**src/rtl/uart_tx_arbiter.sv**
```systemverilog
// Round-robin, message-atomic arbiter sharing one uart_tx among N byte-stream requesters.
// Each accepted byte becomes a single registered tx_vld pulse, paced by tx_rdy and a holdoff window.
module uart_tx_arbiter #(
    parameter int unsigned N       = 4,
    parameter int unsigned HOLD    = 2,
    parameter int unsigned LOCK_TO = 32'd1_000_000
) (
    input  logic           clk,
    input  logic           rst,
    input  logic [N-1:0]   req_vld,
    input  logic [8*N-1:0] req_data,
    input  logic [N-1:0]   req_last,
    output logic [N-1:0]   req_rdy,
    output logic [7:0]     tx_d,
    output logic           tx_vld,
    input  logic           tx_rdy,
    output logic [N-1:0]   grant,
    output logic           busy,
    output logic           to_err
);

    localparam int unsigned IW = (N > 1) ? $clog2(N) : 1;
    localparam int unsigned HW = (HOLD > 0) ? $clog2(HOLD + 1) : 1;

    typedef enum logic [0:0] {StIdle, StLocked} state_e;

    state_e        state_q;
    logic [IW-1:0] owner_q;
    logic [IW-1:0] ptr_q;
    logic [N-1:0]  grant_q;
    logic          busy_q;
    logic          tx_vld_q;
    logic          to_err_q;
    logic [7:0]    tx_d_q;
    logic [HW-1:0] hold_q;
    logic [31:0]   to_cnt_q;

    logic          accept;
    logic          timeout;
    logic          sel_found;
    logic [IW-1:0] sel_idx;
    logic [31:0]   cand;

    // First requesting index after the round-robin pointer, wrapping modulo N.
    always_comb begin
        sel_found = 1'b0;
        sel_idx   = '0;
        cand      = '0;
        for (int unsigned k = 1; k <= N; k++) begin
            cand = (32'(ptr_q) + k) % N;
            if (!sel_found && req_vld[cand[IW-1:0]]) begin
                sel_found = 1'b1;
                sel_idx   = cand[IW-1:0];
            end
        end
    end

    always_comb begin
        accept  = (state_q == StLocked) && req_vld[owner_q] && tx_rdy
                  && (hold_q == '0) && !tx_vld_q;
        timeout = (LOCK_TO != 0) && (to_cnt_q + 32'd1 == LOCK_TO);
        req_rdy = '0;
        if (accept) req_rdy[owner_q] = 1'b1;
    end

    always_ff @(posedge clk or posedge rst) begin
        if (rst) begin
            state_q  <= StIdle;
            owner_q  <= '0;
            ptr_q    <= IW'(N - 1);
            grant_q  <= '0;
            busy_q   <= 1'b0;
            tx_d_q   <= 8'h00;
            tx_vld_q <= 1'b0;
            to_err_q <= 1'b0;
            hold_q   <= '0;
            to_cnt_q <= '0;
        end else begin
            tx_vld_q <= 1'b0;
            to_err_q <= 1'b0;
            if (hold_q != '0) hold_q <= hold_q - HW'(1);
            case (state_q)
                StIdle: begin
                    if (sel_found) begin
                        state_q  <= StLocked;
                        owner_q  <= sel_idx;
                        grant_q  <= N'(1) << sel_idx;
                        busy_q   <= 1'b1;
                        to_cnt_q <= '0;
                    end
                end
                StLocked: begin
                    if (accept) begin
                        tx_d_q   <= req_data[8*owner_q +: 8];
                        tx_vld_q <= 1'b1;
                        hold_q   <= HW'(HOLD);
                        to_cnt_q <= '0;
                    end else begin
                        to_cnt_q <= to_cnt_q + 32'd1;
                    end
                    // An accept in the timeout cycle keeps the lock alive.
                    if ((accept && req_last[owner_q]) || (!accept && timeout)) begin
                        state_q <= StIdle;
                        grant_q <= '0;
                        busy_q  <= 1'b0;
                        ptr_q   <= owner_q;
                    end
                    if (!accept && timeout) to_err_q <= 1'b1;
                end
                default: state_q <= StIdle;
            endcase
        end
    end

    assign tx_d   = tx_d_q;
    assign tx_vld = tx_vld_q;
    assign grant  = grant_q;
    assign busy   = busy_q;
    assign to_err = to_err_q;

endmodule

```
**config.mk**
```make
export PLATFORM = sky130hd
export DESIGN_NAME = uart_tx_arbiter
export DESIGN_NICKNAME = d
export VERILOG_FILES = /design/src/rtl/uart_tx_arbiter.sv
export SDC_FILE = /design/constraint.sdc
export NUM_CORES = 1
export LEC_CHECK = 0
export ABC_AREA = 1
export CAP_MARGIN = 10
export CORE_AREA = 2 2 89 91
export CTS_CLUSTER_SIZE = 8
export DETAILED_ROUTE_END_ITERATION = 8
export DIE_AREA = 0 0 91 93
export PLACE_DENSITY = 0.74
export SETUP_SLACK_MARGIN = 0.3
export SLEW_MARGIN = 25
export SYNTH_ARGS = -nofsm -noshare
export SYNTH_HDL_FRONTEND = slang
export SYNTH_SLANG_ARGS = --single-unit
```
**constraint.sdc**
```tcl
create_clock -name clk -period 2.1 [get_ports clk]
set_input_delay 0.42 -clock clk [delete_from_list [all_inputs] [get_ports clk]]
set_output_delay 0.42 -clock clk [all_outputs]
set_load 0.005 [all_outputs]
```
==> flow_summary.json <==
{
  "power.switching_mw": 2.365,
  "synth_top_family_by_area": "simple AND/OR/NAND/NOR gates",
  "synth_simple_gate_area_share_pct": 40.10,
  "criticalPathCategory": "flip-flop to flip-flop",
  "crit_path_end_kind": "flip-flop",
  "crit_required_ns": 2.35,
  "wl_per_cell_um": 15.60,
  "hold_viol_final": 0,
  "initial_core_util_pct": 48.87,
  "cts_sinks": 54,
  "io_buffers": 61,
  "slew_headroom_pct": 73.15,
  "grt_pass1_wl_um": 18130,
  "instances_no_fill": 749,
  "fin_nets": 691,
  "yosys.cell_types.count": 33,
  "cts_tree": "yes",
  "synth-xor-area-share_pct": 2.109,
  "critPathBufInv": 1,
  "max_freq_mhz": 460.2,
  "clockBufferDepth": 2,
  "drc": 0,
  "diodes": 0,
  "dr_total_vias": 4027,
  "synth.cell_area_mm2": 0.003679,
  "startpoint_type": "flip-flop",
  "p_int_mw": 3.001,
  "crit_top_cell": "nand2_1",
  "worst_pin_slew_ns": 0.4024,
  "drive_gt1_share_pct": 27.36,
  "p_clk_share_pct": 11.5,
  "rsz0062_at_grt": "yes",
  "cts_buffers": 5,
  "synthAdderAreaFrac_pct": 0.6803,
  "r2r-start": "to_cnt_q[0]$_DFFE_PP0P_",
  "fin_crit_ns": 2.173,
  "r2r_end": "ptr_q[0]$_DFFE_PP1P_",
  "setup_viol": 9,
  "hold_buffers": 0,
  "drtIter0Drc": 227,
  "setup_tns_ns": -0.3911,
  "utilization_pct": 70.36,
  "avgSynthCellArea_um2": 6.837,
  "place_congestion": 0.8843,
  "final_antenna_net_count": 0,
  "clock_skew_ns": 0.01046,
  "crit_chain": "buf_6 -> nand2_1 -> nor2_4 -> nand2_2 -> nor2_4 -> nand2_1 -> nand2_1 -> nand2_1 -> nor2_2 -> nand2_2 -> nor2_4 -> nand3_4 -> nand2_4 -> nand2_2 -> o21ai_2",
  "crit_path_max_incr_delay_ns": 0.43,
  "slowest_stage": "dfrtp_1",
  "cp.arrival_ns": 2.43,
  "clkSlewWorstSetupHoldPaths_ns": 0.11,
  "ys_seq_area_share_pct": 36.80,
  "dpl.hpwl_um": 7774,
  "post-route-period-util_pct": 103.5,
  "power_frac_comb_pct": 58.9,
  "violations": "negative setup slack",
  "die-area_mm2": 0.008463,
  "vias_per_cell": 5.377,
  "rrSetupSlack_ns": -0.07,
  "yosys_warnings": 0,
  "clk_latency_ns": 0.31,
  "fp-row-count": 32,
  "setup_slack_ns": -0.07312,
  "cts-root-buf": "clkbuf_8",
  "p_leak_nw": 2.378,
  "die_w_um": 91,
  "grtUsageTotal_pct": 26.53,
  "reg2regPathDepth": 15,
  "antenna_found_initial": 0,
  "muxShareOfSynthArea_pct": 0,
  "slew_viol_final": 0,
  "first_global_vias": 3890,
  "synth_fp_nets": 583,
  "syn_inst": 538,
  "htreeDepth": 2,
  "path_delay_family": "simple AND/OR/NAND/NOR gates",
  "pin_count": 62,
  "grt_max_degree": 25,
  "power.total_mw": 5.367,
  "p_per_area_mw_per_mm2": 1013,
  "grt-ovfl-total": 0,
  "status": "finished, violations left",
  "die-height_um": 93,
  "cp_max_fo": 5,
  "synth_compound_area_share_pct": 11.22,
  "p_seq_share_pct": 29.6,
  "ys_seq_elements": 54,
  "hp-class": "input port to asynchronous set/reset pin",
  "coreArea_mm2": 0.007527,
  "ir_drop_uv": 885.3,
  "dp.cells": 717,
  "switching_share_pct": 44.08,
  "max_cap_violations": 0,
  "area_delta_synth_final_pct": 43.98,
  "drt_wl_total_um": 11680,
  "drt-pass1-iter-count": 5
}
==> per-layer routing <==
metal	vias to the layer above	wire length [µm]	GRT usage [%]
met3	20	545	3.465
met2	142	5906	44.69
met1	1924	5038	35.99
met4	0	191	7.702
li1	1941	-	-
met5	-	0	0
==> through the flow <==
| step | instance area (µm²) | setup WS [ns] | hold WS (ns) |
|---|---|---|---|
| floorplan | 3700 | 0.2322 | 0.4022 |
| global placement | 4587 | -0.2389 | 0.4126 |
| detailed placement | 4587 | -0.2749 | 0.4177 |
| CTS | 4860 | 0.04607 | 0.3983 |
| global route | 5296 | -0.1890 | 0.4125 |
| finish | 5296 | -0.07312 | 0.3893 |
==> state kept, by name, summed over array words and instances, names as in the netlist <==
| register | count |
|---|---|
| busy | 1 |
| grant | 4 |
| owner_q | 2 |
| hold_q | 2 |
| state_q | 1 |
| tx_d | 8 |
| tx_vld | 1 |
| to_cnt_q | 32 |
| ptr_q | 2 |
| to_err | 1 |
==> power groups by stage <==
stage	registers [mW]	clock network (mW)	logic, mW
5_1_grt	1.62	0.670	3.44
2_1_floorplan	1.50	0	1.47
4_1_cts	1.56	0.624	2.58
3_5_place_dp	1.57	0	2.39
3_3_place_gp	1.56	0	2.33
6_report	1.59	0.617	3.16
==> how the worst max path moves through the flow <==
stage	cells after the start	end	start	slack (ns)
after CTS	15	ptr_q[0]$_DFFE_PP1P_	to_cnt_q[1]$_DFFE_PP0P_	0.05
after global routing	15	ptr_q[0]$_DFFE_PP1P_	to_cnt_q[0]$_DFFE_PP0P_	-0.19
final	15	ptr_q[0]$_DFFE_PP1P_	to_cnt_q[0]$_DFFE_PP0P_	-0.07
after global placement	6	req_rdy[2]	tx_rdy	-0.24
after floorplan	15	ptr_q[0]$_DFFE_PP1P_	to_cnt_q[0]$_DFFE_PP0P_	0.23
after detailed placement	6	req_rdy[2]	tx_rdy	-0.27
==> timing repair <==
item,4_1_cts,5_1_grt
buffers inserted,12,7
gates resized for setup,45,83
endpoints found under the setup margin,47,55
pin swaps,15,21
cloned,1,4
==> layout by cell type (no fill, tap or decap), drive strengths merged <==
cell type,n
nand2,187
nor2,85
inv,67
clkdlybuf4s50,55
dfrtp,52
buf,52
nand3,46
o21ai,33
o22ai,10
a21oi,10
nand4,9
a41oi,8
xor2,7
clkbuf,7
nor3,5
clkinvlp,2
a22o,2
dlygate4sd2,2
dfstp,2
ha,2
clkinv,2
xnor2,1
a32o,1
==> synthesized netlist by cell type <==
cell type    n  area (µm²)
dfstp_2      2       52.55
a32o_1       1       10.01
buf_4        2       15.01
a21oi_1     10       50.05
nand2_1    178       668.1
o21ai_1      4       20.02
buf_2        6       30.03
buf_6        2       22.52
nand3_2      1       10.01
nor2_1      67       251.5
nand2_2      5       31.28
nor2_8       1       20.02
nand4_1      9       56.30
buf_1        1       3.750
xor2_1       6       52.55
inv_2        5       18.77
o21ai_2     10       87.58
o22ai_1     10       62.56
a22o_1       2       17.52
o21ai_0     19       95.09
nor3_1       5       25.02
nand3_1     43       215.2
inv_1       63       236.5
nor2_2       9       56.30
nor2_4       8       90.09
clkbuf_4     1       7.510
xor2_2       1       16.27
nand3_4      1       17.52
ha_1         2       25.02
xnor2_1      1       8.760
nand2_4      3       33.78
a41oi_1      8       70.07
dfrtp_1     52        1301
==> cell families (layout without fill, tap and decap cells) <==
group / count (synthesis) / after routing
buf+inv: 80 / 187
compound gates: 64 / 64
flops: 54 / 54
simple gates: 330 / 332
fa+ha+maj: 2 / 2
xor+xnor: 8 / 8
==> cell type report <==
cell class	instances	area [µm²]
Multi-Input combinational cell	406	2365
Sequential cell	54	1358
Fill cell	614	2231
Clock buffer	5	68.82
Clock inverter	3	21.27
Inverter	68	269.0
Timing Repair Buffer	111	1087
Tap cell	102	127.6
Power figures use the tool's default switching activity.
